[config.mk]
export PLATFORM = sky130hd
export DESIGN_NAME = mem_arbiter
export DESIGN_NICKNAME = d
export VERILOG_FILES = /design/src/rtl/mem_arbiter_pkg.sv /design/src/rtl/mem_arbiter_rr_pick.sv /design/src/rtl/mem_arbiter.sv
export SDC_FILE = /design/constraint.sdc
export NUM_CORES = 1
export LEC_CHECK = 0
export ABC_AREA = 1
export CORE_MARGIN = 2
export CORE_UTILIZATION = 37
export CTS_CLUSTER_SIZE = 25
export DETAILED_ROUTE_END_ITERATION = 12
export PLACE_DENSITY = 0.84
export SETUP_SLACK_MARGIN = 0.2
export SYNTH_ARGS = -nofsm -noshare
export SYNTH_HDL_FRONTEND = slang
export SYNTH_SLANG_ARGS = --single-unit
[constraint.sdc]
create_clock -name clk -period 3.3 [get_ports clk]
set_clock_uncertainty 0.05 [all_clocks]
set_input_delay 0.33 -clock clk [delete_from_list [all_inputs] [get_ports clk]]
set_output_delay 0.33 -clock clk [all_outputs]
set_load 0.02 [all_outputs]
[src/rtl/mem_arbiter_pkg.sv]
// Shared types and defaults for the two-master memory arbiter.
// Latency: n/a (types only).
// Backpressure: n/a (types only).
package mem_arbiter_pkg;

  // Arbiter ownership: IDLE is only seen between reset and the first grant
  typedef enum logic [1:0] {
    ST_IDLE = 2'd0,
    ST_OWN0 = 2'd1,
    ST_OWN1 = 2'd2
  } arb_state_e;

  // Which master a read response belongs to
  typedef enum logic {
    MID_M0 = 1'b0,
    MID_M1 = 1'b1
  } master_id_e;

  localparam logic [9:0] OUT_ADDR_DEFAULT  = 10'h001;
  localparam int         MAX_BURST_DEFAULT = 4;

endpackage

[src/rtl/mem_arbiter_rr_pick.sv]
// Two-way pick between master requests using the last owner and its burst count.
// Latency: purely combinational.
// Backpressure: the losing master simply sees its grant low.
module mem_arbiter_rr_pick
  import mem_arbiter_pkg::*;
#(
  parameter int MAX_BURST = MAX_BURST_DEFAULT,
  parameter int BW        = $clog2(MAX_BURST + 1)
) (
  input  logic          req0_i,
  input  logic          req1_i,
  input  arb_state_e    state_i,
  input  logic [BW-1:0] burst_cnt_i,
  output logic          gnt0_o,
  output logic          gnt1_o
);

  // Lone requester always wins; on contention the owner keeps going until its burst is used up
  always_comb begin
    gnt0_o = 1'b0;
    gnt1_o = 1'b0;
    if (req0_i && req1_i) begin
      case (state_i)
        ST_OWN0: begin
          if (burst_cnt_i < BW'(MAX_BURST)) gnt0_o = 1'b1;
          else                              gnt1_o = 1'b1;
        end
        ST_OWN1: begin
          if (burst_cnt_i < BW'(MAX_BURST)) gnt1_o = 1'b1;
          else                              gnt0_o = 1'b1;
        end
        default: gnt0_o = 1'b1;
      endcase
    end else begin
      gnt0_o = req0_i;
      gnt1_o = req1_i;
    end
  end

endmodule

[src/rtl/mem_arbiter.sv]
// Two-master arbiter in front of a single-port synchronous memory, plus a memory-mapped output byte.
// Latency: grant and memory command in the request cycle; read data and out_valid one cycle later.
// Backpressure: a losing master sees gnt low and must hold its request; nothing is queued here.
module mem_arbiter
  import mem_arbiter_pkg::*;
#(
  parameter logic [9:0] OUT_ADDR  = OUT_ADDR_DEFAULT,
  parameter int         MAX_BURST = MAX_BURST_DEFAULT
) (
  input  logic        clk,
  input  logic        rst_n,
  input  logic        m0_req,
  input  logic        m0_wr,
  input  logic [9:0]  m0_addr,
  input  logic [15:0] m0_wdata,
  output logic        m0_gnt,
  output logic        m0_rvalid,
  output logic [15:0] m0_rdata,
  input  logic        m1_req,
  input  logic        m1_wr,
  input  logic [9:0]  m1_addr,
  input  logic [15:0] m1_wdata,
  output logic        m1_gnt,
  output logic        m1_rvalid,
  output logic [15:0] m1_rdata,
  output logic [9:0]  mem_addr,
  output logic        mem_wr,
  output logic [15:0] mem_wdata,
  input  logic [15:0] mem_rdata,
  output logic [7:0]  out_data,
  output logic        out_valid
);

  localparam int BW = $clog2(MAX_BURST + 1);

  arb_state_e    state_q;
  logic [BW-1:0] burst_cnt_q;
  logic          pick0, pick1;
  logic          gnt0, gnt1, any_gnt;
  logic          sel_wr, sel_is_out;
  logic [9:0]    sel_addr;
  logic [15:0]   sel_wdata;
  logic [9:0]    mem_addr_d, mem_addr_q;
  logic          rd_vld_q, rd_local_q;
  master_id_e    rd_owner_q;
  logic [7:0]    out_data_q;
  logic          out_valid_q;
  logic [15:0]   rdata;

  mem_arbiter_rr_pick #(
    .MAX_BURST (MAX_BURST),
    .BW        (BW)
  ) u_pick (
    .req0_i      (m0_req),
    .req1_i      (m1_req),
    .state_i     (state_q),
    .burst_cnt_i (burst_cnt_q),
    .gnt0_o      (pick0),
    .gnt1_o      (pick1)
  );

  // Nothing is granted while reset is held, even with requests pending
  assign gnt0    = pick0 & rst_n;
  assign gnt1    = pick1 & rst_n;
  assign any_gnt = gnt0 | gnt1;
  assign m0_gnt  = gnt0;
  assign m1_gnt  = gnt1;

  // Route the granted master's command fields onto the shared path
  always_comb begin
    sel_wr    = m0_wr;
    sel_addr  = m0_addr;
    sel_wdata = m0_wdata;
    if (gnt1) begin
      sel_wr    = m1_wr;
      sel_addr  = m1_addr;
      sel_wdata = m1_wdata;
    end
  end

  assign sel_is_out = (sel_addr == OUT_ADDR);

  // The address bus parks on the last granted address when idle
  assign mem_addr_d = !rst_n  ? 10'h000 :
                      any_gnt ? sel_addr : mem_addr_q;
  assign mem_addr   = mem_addr_d;
  assign mem_wr     = any_gnt & sel_wr & ~sel_is_out;
  assign mem_wdata  = sel_wdata;

  // Arbiter state: last owner and how many grants it has taken back to back
  always_ff @(posedge clk) begin
    if (!rst_n) begin
      state_q     <= ST_IDLE;
      burst_cnt_q <= '0;
    end else if (gnt0) begin
      state_q <= ST_OWN0;
      if (state_q != ST_OWN0)                 burst_cnt_q <= BW'(1);
      else if (burst_cnt_q < BW'(MAX_BURST))  burst_cnt_q <= burst_cnt_q + BW'(1);
    end else if (gnt1) begin
      state_q <= ST_OWN1;
      if (state_q != ST_OWN1)                 burst_cnt_q <= BW'(1);
      else if (burst_cnt_q < BW'(MAX_BURST))  burst_cnt_q <= burst_cnt_q + BW'(1);
    end else begin
      burst_cnt_q <= '0;
    end
  end

  // Response tag for the read in flight, held address, and the output byte register
  always_ff @(posedge clk) begin
    if (!rst_n) begin
      mem_addr_q  <= '0;
      rd_vld_q    <= 1'b0;
      rd_local_q  <= 1'b0;
      rd_owner_q  <= MID_M0;
      out_data_q  <= '0;
      out_valid_q <= 1'b0;
    end else begin
      mem_addr_q  <= mem_addr_d;
      rd_vld_q    <= any_gnt & ~sel_wr;
      rd_local_q  <= sel_is_out;
      rd_owner_q  <= gnt1 ? MID_M1 : MID_M0;
      out_valid_q <= any_gnt & sel_wr & sel_is_out;
      if (any_gnt && sel_wr && sel_is_out) out_data_q <= sel_wdata[7:0];
    end
  end

  // Reads of the output register never look at the memory bus
  assign rdata     = rd_local_q ? {8'h00, out_data_q} : mem_rdata;
  assign m0_rdata  = rdata;
  assign m1_rdata  = rdata;
  // A response that lands in a reset cycle is dropped
  assign m0_rvalid = rd_vld_q & (rd_owner_q == MID_M0) & rst_n;
  assign m1_rvalid = rd_vld_q & (rd_owner_q == MID_M1) & rst_n;
  assign out_data  = out_data_q;
  assign out_valid = out_valid_q & rst_n;

endmodule

Word level (Yosys, flattened, before mapping)
Cells that the tools add are included. W data, S select, Z words.

Flip-flop bits (word level): 27. Input port bits: 74. Output and inout bits: 72. Logic and storage cells: 57.

Add/sub/neg operators: 1. Order comparisons: 1. Eq/ne operators: 5. Muxes and demuxes: 20. Bitwise logic cells: 16. Reduce and logical (&&, ||, !) cells: 5.

Operators with widths (count): $mux W16 (2); $mux W10 (3); $mux W3 (5); $and A1 B1 Y1 (11); $eq A10 B1 Y1 const B (1); $mux W1 (8); $not A1 Y1 (4); $pmux W1 S2 (2); $add A3 B1 Y3 const B (1); $logic_and A1 B1 Y1 (3); $lt A3 B3 Y1 const B (1); $eq A2 B1 Y1 const B (1); $eq A2 B2 Y1 const B (1); $ne A2 B1 Y1 const B (1); $ne A2 B2 Y1 const B (1); $reduce_bool A2 Y1 (1); $reduce_or A2 Y1 (1); $or A1 B1 Y1 (1).

Logic depth before layout (Yosys ltp)
Gate-level depths: netlist of the first run.

Depth after elaboration: 9. Mapped depth: 14. Gate-level depth less buffers: 14.

Cells and area by module
Synthesis of the first run repeated with hierarchy kept, for this count alone.

Cell total of the unflattened synthesis: 333. Area, all modules: 2150.8 µm².

By module, submodules not included: mem_arbiter (instances 1, cells each 317, area each 2069.5 µm², sequential area each 540.5 µm²); mem_arbiter_rr_pick (instances 1, cells each 16, area each 81.3 µm², sequential area each 0.0 µm²).

Least setup slack after synthesis of the first run
No wires, ideal clock.

Path kind: register to output. Start: reg state_q[1]. End: out mem_wr. Arrival time: 1.750 ns. Data required time: 2.920 ns. Slack: 1.170 ns. Stages on the path, launching flop included: 13. Buffers on the path: 1. Cell sequence: dfxtp_1 > inv_1 > ha_1 > nand2_1 > nand3_4 > nand2_8 > clkbuf_1 > nand2_1 > nand2_1 > nor2_1 > nand2_1 > nor2_2 > a21oi_1.

Word-level cells in the longest chain between the ends: 8. Elaborated cells on any way between the ends: 15. Classes of those cells: eq/ne (3); mux (6); bitwise (6).

RTL lines: from (decl) (line mem_arbiter.sv:36) `arb_state_e state_q;`; from (signal assigned) (line mem_arbiter.sv:93) `state_q <= ST_IDLE;`; from (signal assigned) (line mem_arbiter.sv:96) `state_q <= ST_OWN0;`; from (signal assigned) (line mem_arbiter.sv:100) `state_q <= ST_OWN1;`; $eq A2 B2 Y1 or $eq A2 B1 Y1 (tied branches) (line mem_arbiter_rr_pick.sv:23) `case (state_i)`; $pmux W1 S2 (line mem_arbiter_rr_pick.sv:23); $mux W1 (line mem_arbiter_rr_pick.sv:22) `if (req0_i && req1_i) begin`; $and A1 B1 Y1 (line mem_arbiter.sv:64) `assign gnt1 = pick1 & rst_n;`; $mux W10 (line mem_arbiter.sv:74) `if (gnt1) begin`; $eq A10 B1 Y1 (line mem_arbiter.sv:81) `assign sel_is_out = (sel_addr == OUT_ADDR);`; $not A1 Y1 (line mem_arbiter.sv:87) `assign mem_wr = any_gnt & sel_wr & ~sel_is_out;`; $and A1 B1 Y1 * (line mem_arbiter.sv:87); to (decl) (line mem_arbiter.sv:27) `output logic mem_wr,`.

Every way passes the cells marked *; elsewhere a longest branch is shown, timed or not.

Worst setup path in the final report of the first run
Start: reg state_q[0]. End: out mem_addr[0].

Word-level cells in the longest chain between the ends: 7. Elaborated cells on any way between the ends: 12. Classes of those cells: eq/ne (2); mux (7); bitwise (3).

RTL lines: $eq A2 B2 Y1 or $eq A2 B1 Y1 (tied branches) (line mem_arbiter_rr_pick.sv:23); $pmux W1 S2 (line mem_arbiter_rr_pick.sv:23); $mux W1 (line mem_arbiter_rr_pick.sv:22); $and A1 B1 Y1, on equally long branches (line mem_arbiter.sv:64, mem_arbiter.sv:63); $mux W10 or $or A1 B1 Y1 (tied branches) (line mem_arbiter.sv:74, mem_arbiter.sv:65); $mux W10 * (line mem_arbiter.sv:85) `any_gnt ? sel_addr : mem_addr_q;`; $mux W10 * (line mem_arbiter.sv:84) `assign mem_addr_d = !rst_n ? 10'h000 :`; to (decl) (line mem_arbiter.sv:26) `output logic [9:0] mem_addr,`.

Marked as above.

==> results of run 1 <==
-- layout by cell type, fill, tap and decap left out, types with 2 or more instances in the layout --
cell type | netlist | final
a21oi_1 | 20 | 20
nand3_1 | 7 | 7
dfxtp_1 | 27 | 27
clkbuf_8 | 0 | 3
nor2_1 | 38 | 38
ha_1 | 3 | 3
mux2_2 | 7 | 7
nand4_1 | 9 | 9
nand2_1 | 75 | 75
nor2_2 | 2 | 2
o21ai_0 | 19 | 19
or2_2 | 7 | 7
inv_2 | 5 | 4
clkdlybuf4s50_1 | 0 | 139
buf_4 | 17 | 8
dlymetal6s2s_1 | 0 | 5
nand3b_1 | 7 | 7
inv_1 | 36 | 36
nand2_2 | 7 | 7
-- power by group --
part	switching (mW)	internal [mW]
clock	0.103	0.0867
sequential	0.00520	0.342
combinational	0.205	0.212
-- cell type report --
cell class,count,area (sq um)
Sequential cell,27,541
Fill cell,481,1630
Clock buffer,4,45.0
Multi-Input combinational cell,215,1130
Timing Repair Buffer,155,1550
Tap cell,70,87.6
Inverter,41,156
-- per-layer routing --
metal  up-vias  share of wire (%)  track usage, %
li1       1232                  -               -
met1      1089                 39            23.7
met2       110                 52            42.5
met3         8                7.0            5.12
met4         0                1.2            3.57
met5         -                  0               0
-- what timing repair did --
| action | CTS | global route |
|---|---|---|
| hold buffers | 0 | 0 |
| setup endpoints to repair | 1 | 18 |
| setup buffers | 0 | 7 |
| gates resized for setup | 2 | 6 |
| hold endpoints to repair | 0 | 0 |
| pin swaps | 0 | 1 |
| gates cloned | 0 | 1 |
-- per-stage QoR --
step	area (sq um)	power, mW
after CTS	3420	0.949
after global placement	3370	0.754
final	3510	0.954
after global routing	3510	1.01
after floorplan	1990	0.562
after detailed placement	3370	0.761
-- registers in the layout, indices dropped and copies added (netlist names) --
name / count
mem_addr_q: 10
state_q: 2
out_valid_q: 1
rd_owner_q: 1
out_data: 8
rd_vld_q: 1
rd_local_q: 1
burst_cnt_q: 3
-- worst max-delay path by stage --
| stage | slack, ns | end | start |
|---|---|---|---|
| after CTS | 0.22 | mem_addr[0] | state_q[0]$_SDFFE_PN0N_ |
| after floorplan | 1.17 | mem_wr | state_q[1]$_SDFFE_PP0N_ |
| after detailed placement | 0.17 | mem_wr | m1_req |
| after global placement | 0.24 | mem_wr | rst_n |
| final | 0.39 | mem_addr[0] | state_q[0]$_SDFFE_PN0N_ |
| after global routing | 0.19 | mem_addr[3] | state_q[0]$_SDFFE_PN0N_ |
-- logic make-up after synthesis --
group | count (synthesis)
AOI/OAI and AO/OA | 43
xor gates and xnor gates | 1
DFF | 27
muxes | 8
buffers and inverters | 70
and+or+nand+nor | 159
adders and majority gates | 3
-- worst register-to-register path, delay by kind of cell (launching register included) --
kind                     cells  cell delay [ns]
adder cells (fa/ha/maj)      1             0.23
AND/OR/NAND/NOR             11             1.31
flip-flops                   1             0.35
buffers and inverters        3             0.28
==> summary.txt, run 1 <==
Routing
  – DR WL/cell: 13.5 um
  – DRC violations left: 0
  – ANT nets after route: 0
  – Via count: 2439
  – Via density: about 4.8
  – Final wirelength: ~7000 um
  – Starting DRT DRC Count: approximately 140
  – DRT Pass-1 Iters: 4

Floorplanning
  – I/O pin count: 146
  – Core area: 5140 sq um
  – Row count: 26
  – Die area: 5990 sq um
  – Die H: 77.4 um
  – Die X: 77.4 um
  – Initial Util: between 30% and 40%

Layout
  – Layout Nets: 520
  – Synth-to-Final Area Change: 76.2%
  – Non-Filler Instances: 512
  – Ant. Diodes: 0
  – Post-Route Utilization: between 60% and 70%
  – Layout cells sized above 1: 10.9%

STA
  – FMAX: 344 MHz
  – Final WS setup: between 0.3 and 0.4 ns
  – Measured slew at the worst slew-check pin: 0.707 ns
  – Max-slew violations: 0
  – Slew margin rel.: around 53%
  – RSZ-0062 raised after global routing: true
  – Final hold violations: 0
  – Final Cycle Share: 88.2%
  – Final setup viols: 0
  – Minimum clock period: 2.91 ns
  – Fin Hold WS: around 0.43 ns
  – Post-Route Setup TNS: 0 ns

Synth
  – Top-count cell post-synth: nand2_1
  – Asr flop ratio synth: 0%
  – Yosys warning count: 0
  – Post-Synth Adder-Cell Area: around 1.9%
  – Synth unique cells: 33
  – Post-Syn Nets: 388
  – Sequential fraction of the synthesis area: 27.1%
  – Synthesized area: 1990 sq um
  – Post-synth EDFFs: 0
  – Mux cell area share after synthesis: approximately 4.5%
  – Most frequent cells after synthesis: nand2_1 (75), nor2_1 (38), inv_1 (36)
  – Largest cells by area after synthesis: dfxtp_1 (27%), nand2_1 (14%), nor2_1 (7.2%)
  – Compound-cell area share of the yosys netlist: 11.3%
  – Post-synthesis xor/xnor area fraction: 0.439%
  – Synth top area share: 27.1%
  – Dominant combinational cell family by area after synthesis: simple AND/OR/NAND/NOR gates
  – Syn avg cell area: 6.41 sq um
  – Post-synthesis instance total: just over 300
  – Yosys reg bits: 27
  – Most used DFF post-synth: dfxtp_1
  – Yosys top cell by area: dfxtp_1
  – Simple-gate share of the synthesized area: 38.0%

Worst hold path
  – Hold Path Depth: 2
  – Hold_sp: mem_addr_q[0]$_SDFF_PN0_
  – Worst Hold End: mem_addr_q[0]$_SDFF_PN0_
  – Worst Hold Class: reg -> reg

Run status
  – Status: finished clean

Setup path
  – Worst r2r src: state_q[0]$_SDFFE_PN0N_
  – Crit path top cell by count: inv_1
  – Worst EP required: 2.92 ns
  – R2R Path End: out_data[3]$_SDFFE_PN0P_
  – Worst reg-to-reg setup slack: between 1 and 1.5 ns
  – Critical-path cell list: inv_1 > ha_1 > inv_1 > nand4_1 > nand3_1 > nand2_1 > buf_6 > inv_1 > o21ai_0 > nor2_1 > clkdlybuf4s50_1
  – Crit path buffers/inverters: 5
  – Crit path largest cell delay: 0.61 ns
  – Critical path class: reg -> out
  – Crit path max fanout: 32
  – Worst setup SP type: flip-flop
  – Slowest cell on crit path: clkdlybuf4s50_1
  – FF-to-FF path depth: 15
  – Endpoint type of the worst setup path: output pin
  – Critical path depth in cells: 11
  – CP delay by family, top: buffers and inverters
  – Critical path arrival: 2.53 ns

Pwr
  – Leakage: between 1.5 and 2 nW
  – VDD IR max: 200 uV
  – Pwr dens: 271 nW/um^2

Place
  – PortBufs: 145
  – Dpl cells: 500
  – Final Wtd Congestion: 0.796
  – HPWL Detailed: around 5300 um
  – Post-Place Setup Slack: 0.166 ns

CTS
  – Clk sink count: 27
  – Worst skew pair latency: 0.27 ns
  – Clk buf depth: 2
  – Total CTS buffers: 3
  – CTS tree: done
  – H-tree depth: 1
  – CTS clk-pin slew, worst paths: 0.09 ns
  – Clock root buffer: clkbuf_8

Flow run
  – Number of max-cap violations: 0

GRT
  – Initial antenna violation count: 0
  – First-pass GRT wire length: around 11000 um
  – Vias in the first global route: 2279
  – Largest net degree at the start of global routing: 38
  – Grt total ovfl: 0
  – Total GRT Usage: 21.7%
No activity file was read; power rests on OpenSTA's default activity.
==> run 2, diff against run 1 <==
--- a/config.mk
+++ b/config.mk
@@ -6,6 +6,7 @@
 export NUM_CORES = 1
 export LEC_CHECK = 0
 export ABC_AREA = 1
+export ABC_CLOCK_PERIOD_IN_PS = 3300
 export CORE_MARGIN = 2
 export CORE_UTILIZATION = 37
 export CTS_CLUSTER_SIZE = 25
==> results of run 2 <==
The final DEF is identical to that of run 1; final timing and power are the same.
